### config.mk
export PLATFORM = sky130hd
export DESIGN_NAME = reset_sequencer
export DESIGN_NICKNAME = d
export VERILOG_FILES = /design/src/rtl/reset_sequencer_pkg.sv /design/src/rtl/sync_debounce.sv /design/src/rtl/reset_sequencer.sv
export SDC_FILE = /design/constraint.sdc
export NUM_CORES = 1
export LEC_CHECK = 0
export BUFFER_PORTS_ARGS = -buffer_cell sky130_fd_sc_hd__buf_2
export CAP_MARGIN = 15
export CORE_MARGIN = 8
export CORE_UTILIZATION = 29
export CTS_BUF_LIST = sky130_fd_sc_hd__clkbuf_16
export CTS_CLUSTER_SIZE = 25
export DETAILED_ROUTE_END_ITERATION = 7
export PLACE_DENSITY = 0.54
export SLEW_MARGIN = 40
export SYNTH_ARGS = -nofsm -noshare
export SYNTH_HDL_FRONTEND = slang
export SYNTH_SLANG_ARGS = --single-unit
### constraint.sdc
create_clock -name clk -period 2.8 [get_ports clk]
set_input_delay 0.28 -clock clk [delete_from_list [all_inputs] [get_ports clk]]
set_output_delay 0.28 -clock clk [all_outputs]
set_load 0.05 [all_outputs]
### src/rtl/reset_sequencer_pkg.sv
// Shared state encoding and sizing helper for the reset sequencer.
package reset_sequencer_pkg;

  // Two-bit sequencer state; the unused code 3 behaves as HOLD.
  typedef enum logic [1:0] {
    ST_HOLD    = 2'd0,
    ST_RELEASE = 2'd1,
    ST_RUN     = 2'd2
  } state_e;

  // Bits needed to count from 0 up to max_val inclusive (at least 1 bit).
  function automatic int unsigned cnt_width(input int unsigned max_val);
    return (max_val < 1) ? 1 : $clog2(max_val + 1);
  endfunction

endpackage

### src/rtl/sync_debounce.sv
// Two-flop synchroniser followed by a stability debouncer.
module sync_debounce
  import reset_sequencer_pkg::*;
#(
  parameter int unsigned CYCLES = 65535
) (
  input  logic clk,
  input  logic n_reset,
  input  logic enable,
  input  logic din,
  output logic dout
);

  localparam int unsigned CNT_W = cnt_width(CYCLES);

  logic             s1_q;
  logic             s2_q;
  logic             db_q;
  logic             db_d;
  logic [CNT_W-1:0] cnt_q;
  logic [CNT_W-1:0] cnt_d;

  // Debounced level flips after CYCLES consecutive enabled cycles of disagreement.
  always_comb begin
    db_d  = db_q;
    cnt_d = cnt_q;
    if (enable) begin
      if (s2_q == db_q) begin
        cnt_d = '0;
      end else if (cnt_q == CNT_W'(CYCLES - 1)) begin
        db_d  = s2_q;
        cnt_d = '0;
      end else begin
        cnt_d = cnt_q + CNT_W'(1);
      end
    end
  end

  // Synchroniser flops run every cycle; debounce state follows enable.
  always_ff @(posedge clk or negedge n_reset) begin
    if (!n_reset) begin
      s1_q  <= 1'b0;
      s2_q  <= 1'b0;
      db_q  <= 1'b0;
      cnt_q <= '0;
    end else begin
      s1_q  <= din;
      s2_q  <= s1_q;
      db_q  <= db_d;
      cnt_q <= cnt_d;
    end
  end

  assign dout = db_q;

endmodule

### src/rtl/reset_sequencer.sv
// Merges reset causes and releases NUM_STAGES reset domains in order.
module reset_sequencer
  import reset_sequencer_pkg::*;
#(
  parameter int unsigned NUM_STAGES       = 3,
  parameter int unsigned RESET_CYCLES     = 131071,
  parameter int unsigned STAGE_GAP        = 1024,
  parameter int unsigned DEBOUNCE_CYCLES  = 65535,
  parameter int unsigned LONGPRESS_CYCLES = 50000000
) (
  input  logic                  clk,
  input  logic                  n_reset,
  input  logic                  enable,
  input  logic                  pll_locked,
  input  logic                  button,
  input  logic                  soft_reset,
  output logic [NUM_STAGES-1:0] stage_nreset,
  output logic                  busy,
  output logic                  long_press,
  output logic                  button_db
);

  localparam int unsigned HOLD_W = cnt_width(RESET_CYCLES);
  localparam int unsigned GAP_W  = cnt_width(STAGE_GAP);
  localparam int unsigned LP_W   = cnt_width(LONGPRESS_CYCLES);
  localparam int unsigned IDX_W  = (NUM_STAGES > 1) ? $clog2(NUM_STAGES) : 1;

  state_e                state_q, state_d;
  logic [HOLD_W-1:0]     hold_cnt_q, hold_cnt_d;
  logic [GAP_W-1:0]      gap_cnt_q, gap_cnt_d;
  logic [IDX_W-1:0]      stage_idx_q, stage_idx_d;
  logic [NUM_STAGES-1:0] stage_nreset_q, stage_nreset_d;
  logic                  busy_q, busy_d;
  logic [LP_W-1:0]       lp_cnt_q, lp_cnt_d;
  logic                  long_press_q, long_press_d;
  logic                  locked_s1_q, locked_s_q;
  logic                  load_mask;
  logic                  fault_c;

  // Button conditioning.
  sync_debounce #(
    .CYCLES (DEBOUNCE_CYCLES)
  ) u_button_db (
    .clk     (clk),
    .n_reset (n_reset),
    .enable  (enable),
    .din     (button),
    .dout    (button_db)
  );

  // Any active reset cause.
  assign fault_c = ~locked_s_q | button_db | soft_reset;

  // Sequencer next state: a fault always wins and is not gated by enable.
  always_comb begin
    state_d        = state_q;
    hold_cnt_d     = hold_cnt_q;
    gap_cnt_d      = gap_cnt_q;
    stage_idx_d    = stage_idx_q;
    stage_nreset_d = stage_nreset_q;
    busy_d         = busy_q;
    load_mask      = 1'b0;

    case (state_q)
      ST_RELEASE, ST_RUN: begin
        if (fault_c) begin
          state_d        = ST_HOLD;
          hold_cnt_d     = '0;
          gap_cnt_d      = '0;
          stage_idx_d    = '0;
          stage_nreset_d = '0;
          busy_d         = 1'b1;
        end else if (state_q == ST_RELEASE && enable) begin
          if (gap_cnt_q == GAP_W'(STAGE_GAP - 1)) begin
            gap_cnt_d   = '0;
            stage_idx_d = stage_idx_q + IDX_W'(1);
            load_mask   = 1'b1;
            if (stage_idx_d == IDX_W'(NUM_STAGES - 1)) begin
              state_d = ST_RUN;
              busy_d  = 1'b0;
            end
          end else begin
            gap_cnt_d = gap_cnt_q + GAP_W'(1);
          end
        end
      end
      default: begin
        stage_nreset_d = '0;
        busy_d         = 1'b1;
        gap_cnt_d      = '0;
        stage_idx_d    = '0;
        if (state_q != ST_HOLD) begin
          state_d = ST_HOLD;
        end
        if (fault_c) begin
          hold_cnt_d = '0;
        end else if (enable) begin
          if (hold_cnt_q == HOLD_W'(RESET_CYCLES)) begin
            hold_cnt_d = '0;
            load_mask  = 1'b1;
            if (NUM_STAGES == 1) begin
              state_d = ST_RUN;
              busy_d  = 1'b0;
            end else begin
              state_d = ST_RELEASE;
            end
          end else begin
            hold_cnt_d = hold_cnt_q + HOLD_W'(1);
          end
        end
      end
    endcase

    if (load_mask) begin
      for (int unsigned i = 0; i < NUM_STAGES; i++) begin
        stage_nreset_d[i] = (IDX_W'(i) <= stage_idx_d);
      end
    end
  end

  // Long-press counter saturates so the pulse fires once per press.
  always_comb begin
    lp_cnt_d     = lp_cnt_q;
    long_press_d = 1'b0;
    if (!button_db) begin
      lp_cnt_d = '0;
    end else if (enable && (lp_cnt_q != LP_W'(LONGPRESS_CYCLES))) begin
      lp_cnt_d = lp_cnt_q + LP_W'(1);
      if (lp_cnt_q == LP_W'(LONGPRESS_CYCLES - 1)) begin
        long_press_d = 1'b1;
      end
    end
  end

  // State, counters, PLL synchroniser and registered outputs.
  always_ff @(posedge clk or negedge n_reset) begin
    if (!n_reset) begin
      state_q        <= ST_HOLD;
      hold_cnt_q     <= '0;
      gap_cnt_q      <= '0;
      stage_idx_q    <= '0;
      stage_nreset_q <= '0;
      busy_q         <= 1'b1;
      lp_cnt_q       <= '0;
      long_press_q   <= 1'b0;
      locked_s1_q    <= 1'b0;
      locked_s_q     <= 1'b0;
    end else begin
      state_q        <= state_d;
      hold_cnt_q     <= hold_cnt_d;
      gap_cnt_q      <= gap_cnt_d;
      stage_idx_q    <= stage_idx_d;
      stage_nreset_q <= stage_nreset_d;
      busy_q         <= busy_d;
      lp_cnt_q       <= lp_cnt_d;
      long_press_q   <= long_press_d;
      locked_s1_q    <= pll_locked;
      locked_s_q     <= locked_s1_q;
    end
  end

  assign stage_nreset = stage_nreset_q;
  assign busy         = busy_q;
  assign long_press   = long_press_q;

endmodule

Yosys cells after proc, flatten, opt, wreduce, memory -nomap -nowiden --
Index checks and enable logic that the tools add are counted. Widths: inputs -> output; s select.
Word-level totals: output and inout port bits 6, register bits after elaboration 84, input bits 6, word-level logic and storage cells 93
Operators by class: multiplexer cells 44, magnitude comparators 3, reductions and logical operators 8, bitwise operators 4, add/sub/neg operators 5, equality and inequality tests 15
Operators by type and width (number):
- $mux 17 | 5
- $mux 26 | 2
- $mux 11 | 4
- $mux 16 | 2
- $add 26x1->26 const B | 1
- $eq 26x26->1 const B | 1
- $mux 2 | 13
- $ne 26x26->1 const B | 1
- $add 17x1->17 const B | 1
- $eq 17x17->1 const B | 1
- $add 16x1->16 const B | 1
- $eq 16x16->1 const B | 1
- $mux 1 | 15
- $ne 3x3->1 const B | 4
- $add 11x1->11 const B | 1
- $eq 11x10->1 const B | 1
- $mux 3 | 3
- $reduce_and 3->1 | 2
- $eq 2x2->1 const B | 2
- $le 1x2->1 const A | 2
- $ne 2x2->1 const B | 2
- $reduce_bool 2->1 | 2
- $add 2x1->2 const B | 1
- $eq 2x1->1 const B | 1
- 7 further kinds | 10

Logic depth before layout (Yosys ltp) --
depth after elaboration 7, gate-level depth with buffers 11, mapped depth without buffers 9

Hierarchy --
Synthesis repeated with hierarchy kept, for this count alone.
Second synthesis, totals: cells, all modules 489, area total of the unflattened synthesis 4642.0 µm²
Modules (own cells, without submodules):
- reset_sequencer | instances 1, cells each 374, seq. area each 1627.8 µm², area an instance 3549.7 µm²
- sync_debounce | instances 1, cells each 115, seq. area each 475.5 µm², area an instance 1092.3 µm²

Worst setup path after synthesis --
Ideal clock, no wire load.
path kind flip-flop to flip-flop, start point register hold_cnt_q[0], end point register hold_cnt_q[15], data required time 2.713 ns, setup slack 0.230 ns, cell stages (with the launch flop) 11, path buffers 2, setup time 0.087 ns, data arrival time 2.484 ns, clock period less this slack 2.570 ns, cells stage by stage dfrtp_1 -> ha_1 -> and4_1 -> clkbuf_1 -> nand3_1 -> nor3_1 -> ha_1 -> or4b_1 -> buf_2 -> or3_1 -> o211ai_1
On the way: cells in the longest elaborated chain, start to end 5, elaborated cells between the ends (all ways) 6, those cells by class 1 x add/sub; 1 x eq/ne; 4 x mux
Ends and longest elaborated chain:
- start: declaration | RTL line reset_sequencer.sv:29 | logic [HOLD_W-1:0] hold_cnt_q, hold_cnt_d;
- start signal: assignment | RTL line reset_sequencer.sv:150 | hold_cnt_q <= hold_cnt_d;
- $add 17x1->17 / $eq 17x17->1 (equally long branches) | RTL line reset_sequencer.sv:108, reset_sequencer.sv:98
- $mux 17 * | RTL line reset_sequencer.sv:98 | if (hold_cnt_q == HOLD_W'(RESET_CYCLES)) begin
- $mux 17 * | RTL line reset_sequencer.sv:97 | end else if (enable) begin
- $mux 17 * | RTL line reset_sequencer.sv:95 | if (fault_c) begin
- $mux 17 * | RTL line reset_sequencer.sv:64 | case (state_q)
Every way passes the cells marked *; elsewhere a longest branch is shown, timed or not. The select of a mux whose other input is x is not followed. A chain may end at the register's enable or synchronous reset.

Final worst setup path --
Ends and elaborated chain as after synthesis.

==> run summary <==
Global routing consumed, over all layers together, 11.3% of the routing resources. 0 antenna diodes ended up in the layout. The run gives 0 as the number of maximum-capacitance constraint violations. The tools report the critical path capture point type as a flop.

The highest metal layer carrying signal wires in the routed design is met4. Among all flip-flop cells after synthesis, the most frequent one is sky130_fd_sc_hd__dfrtp_1. The tools report the number of antenna violations at the first check in global routing as 0. The worst hold path belongs to the class input pin to flop. The first global-routing pass estimated 18400 um of wire. The logs give 4910 um2 for the instance area at placement and 343 um for the total met3 wirelength after detailed routing. The port buffer count was 11. Between clock sinks in the finished design, the worst skew comes to 0.00556 ns.

The run gives 3.06 ns as the required time at the endpoint of the critical path. Setup repair after global routing left no endpoint under its margin. The number of global-route vias before repair is 3787, and the maximum fanout along the worst path is 11.

After legalization and detailed placement, the total HPWL measured 7140 um. After detailed routing, the number of vias per cell comes to 5.24. Once the clock tree was built, the resizer swapped 0 gates to a different size. Cell accounting for the most synthesized area: sky130_fd_sc_hd__dfrtp_1.

Counting stages on the worst path, the most repeated cell is sky130_fd_sc_hd__ha_1. The tools report the sum of routed wire segments on met1 as 5230 um. The post-synthesis area per instance works out to 9.18 um2.

The run finished with clean final reports. After detailed routing, the average wire length per cell comes to 14.2 um. Counting the buffers created by CTS gives 9.

The number of nets in the synthesized netlist is 517. The critical path in this run is classified as flop to flop. The logs give 20100 um2 for the full die area and 5260 um2 for the area of all placed cells without fillers. The synthesized design contains 84 register bits.

The minimum period implied by the final worst setup slack is 2.62 ns, and the number of ports placed on the die boundary is 12. Sequential elements use 45.7% of the synthesized area. The register cell area after layout is 2100 um2. For this design, the slowest cell found on the critical path is sky130_fd_sc_hd__or4b_1. The placement row count is 46, and the maximum number of pins on one net before global-route repair is 46. The share of synthesized registers carrying an async set or reset works out to 100%. The final max-slew violation count was 0. The root buffer cell chosen for the clock tree is sky130_fd_sc_hd__clkbuf_16.

Count of cell types in the netlist: 61. The number of buffer and inverter instances along the worst setup path was 1. The run gives 3839 as the total number of vias. Layout overhead on the synthesized area: 14.3%. After detailed routing, the number of remaining DRC violations is 0.

At the later pin of the worst-skew pair, clock insertion delay measures 0.34 ns. The number of enable-type register cells in the synthesized netlist is 0. The max-slew headroom at the worst pin is 52.9%, and the H-tree level count is 3.

The signal on the critical path passes through ha_1, and4_1, nand3_1, nor3_1, ha_1, or4b_1, buf_4, or3_1, o211ai_1. The logs give 4 for the number of search-and-repair iterations in the first detailed-routing pass and 4600 um2 for the post-synthesis instance area. The logs give 1603 for the total of fill cells in the finished design and 0.788 for the final weighted congestion in routability-driven placement. For this configuration, the core starts out at a cell density of 29.3%.

The largest single stage delay on the critical path is 0.50 ns. Of the post-synthesis cell area, the dominant cell type holds 45.2%. Broken down by cell family, the worst path's largest delay share belongs to simple AND/OR/NAND/NOR gates. Summed over all layers, the routed wires come to 10400 um. Based on the critical path, the design can be clocked at up to 382 MHz. The transition time at the pin with the least slew margin came out at 0.705 ns.

After detailed routing, the met2 layer carries 4730 um of wire. The hold violation total from the final report came out at 0. The run gives 0 as the number of synthesis warnings.

For this design the ratio of total power to cell area is 519 nW/um2. The overflow left after global routing was 0. Post-synthesis cell count: 501. IR analysis of the VDD net gives a maximum drop of 0.285 mV. In the finished design, the share of the clock period the worst path needs comes to 93.4%. The tools report the maximum root-to-sink buffer count as 2.

TritonCTS built the clock tree. In the final layout, the multi-input gates occupy 2320 um2. For the number of violations reported at the end of detailed-routing iteration 0, the log shows 230. Clock-pin slew was measured on the worst setup and hold paths at 0.06 ns. Yosys attributes the largest share of cell area to sky130_fd_sc_hd__dfrtp_1, sky130_fd_sc_hd__nand2_1, sky130_fd_sc_hd__a31oi_1, sky130_fd_sc_hd__o21ai_0, sky130_fd_sc_hd__nand3_1. The final hold slack was 0.0382 ns; the final-report setup violation count was 0. The detail route stage leaves a number of antenna-violating nets equal to 0.

The commonest cells after synthesis are sky130_fd_sc_hd__dfrtp_1, sky130_fd_sc_hd__nand2_1, sky130_fd_sc_hd__o21ai_0. For the number of nets at the end of the flow, the log shows 528. For the final routed database, the setup TNS stands at 0 ns.

Among all cell types in the netlist, the one instantiated most often is sky130_fd_sc_hd__dfrtp_1. Fraction of final layout cells sized beyond drive strength 1: 9.28%. The floorplan step set the die height to 142 um. Data arrives at the worst endpoint at 2.88 ns. In this run the static leakage power is 2.07 nW.

Measured along the x axis, the die boundary spans 142 um. The worst setup path is launched from a flop. The core region is 15700 um2. For the number of clock sinks, the log shows 84.
==> repair_timing <==
action,CTS,global route
endpoints found under the hold margin,43,0
setup buffers,0,0
hold buffers,1,0
==> worst paths after layout <==
path | to | cells after the start | slack [ns] | start
worst max-delay path | hold_cnt_q[15] | 9 | 0.18 | hold_cnt_q[0]
worst min-delay path | u_button_db.s1_q | 1 | 0.04 | button
worst max register to register | hold_cnt_q[15] | 9 | 0.18 | hold_cnt_q[0]
worst min register to register | u_button_db.s2_q | 0 | 0.35 | u_button_db.s1_q
max in group asynchronous | busy | 3 | 1.54 | n_reset
min in group asynchronous | lp_cnt_q[7] | 2 | 0.49 | n_reset
==> layout make-up <==
cell class / instances / share of cell area, %
Clock buffer: 9 / 4.28
Clock inverter: 7 / 2.19
Inverter: 20 / 1.43
Multi-Input combinational cell: 374 / 44.1
Sequential cell: 84 / 40.0
Tap cell: 216 / 5.14
Timing Repair Buffer: 23 / 2.86
==> sequential cells by signal, indices dropped and copies added (netlist names), 2 cells and up <==
name	flops
lp_cnt_q	26
hold_cnt_q	17
u_button_db.cnt_q	16
gap_cnt_q	11
stage_nreset	3
stage_idx_q	2
state_q	2
==> where the power goes <==
group          switching (W)  leakage, nW  internal, W
combinational      0.0000683        0.753    0.0000307
clock               0.000505        0.163     0.000868
sequential         0.0000238         1.16      0.00123
==> stage by stage <==
step           util (%)  total power [W]  setup slack [ns]  std cells
2_1_floorplan         -          0.00132             0.230        501
3_3_place_gp       31.2          0.00137             0.258        716
3_5_place_dp       31.2          0.00138             0.192        716
4_1_cts            33.5          0.00278             0.181        733
5_1_grt            33.5          0.00283           0.00974        733
6_report           33.5          0.00273             0.184        733
==> cells by family (layout without fill, tap and decap cells) <==
| kind of cell | after synthesis | after routing | synth area share [%] |
|---|---|---|---|
| adder cells (fa/ha/maj) | 10 | 10 | 2.72 |
| AO/OA/AOI/OAI | 118 | 118 | 16.5 |
| flip-flops | 84 | 84 | 45.7 |
| XOR/XNOR | 13 | 13 | 2.48 |
| AND/OR/NAND/NOR | 222 | 222 | 26.3 |
| buffers and inverters | 43 | 59 | 3.89 |
| multiplexers | 11 | 11 | 2.42 |
==> placed cells by master, fill, tap and decap left out, types with 3 or more instances in the layout <==
master                      count
sky130_fd_sc_hd__nor2_1        26
sky130_fd_sc_hd__or3_1         14
sky130_fd_sc_hd__o311a_1        3
sky130_fd_sc_hd__buf_4         12
sky130_fd_sc_hd__xor2_1         6
sky130_fd_sc_hd__and4_1         6
sky130_fd_sc_hd__and3_1         9
sky130_fd_sc_hd__bufinv_16      3
sky130_fd_sc_hd__mux2i_1       10
sky130_fd_sc_hd__nand3_1       28
sky130_fd_sc_hd__inv_1         18
sky130_fd_sc_hd__ha_1          10
sky130_fd_sc_hd__o22ai_1        3
sky130_fd_sc_hd__xnor2_1        7
sky130_fd_sc_hd__a41oi_1        3
sky130_fd_sc_hd__or4_1         10
sky130_fd_sc_hd__nand2b_1       9
sky130_fd_sc_hd__nand4_1       18
sky130_fd_sc_hd__nor2b_1        3
sky130_fd_sc_hd__a31oi_1       25
sky130_fd_sc_hd__buf_2         10
sky130_fd_sc_hd__nor4_1        14
sky130_fd_sc_hd__nor3_1        12
sky130_fd_sc_hd__o21ai_0       30
sky130_fd_sc_hd__and2_1         6
sky130_fd_sc_hd__clkbuf_16      9
sky130_fd_sc_hd__dfrtp_1       83
sky130_fd_sc_hd__a21oi_1       23
sky130_fd_sc_hd__a211o_1        3
sky130_fd_sc_hd__nand2_1       53
sky130_fd_sc_hd__o31ai_1        6
sky130_fd_sc_hd__clkinv_1       3
==> routing by layer <==
metal	vias to the layer above	global-route usage, %
li1	1899	-
met1	1876	14.6
met2	55	17.7
met3	9	3.29
met4	0	3.73
met5	-	0
Note: power is estimated with default switching activity, not from simulation.
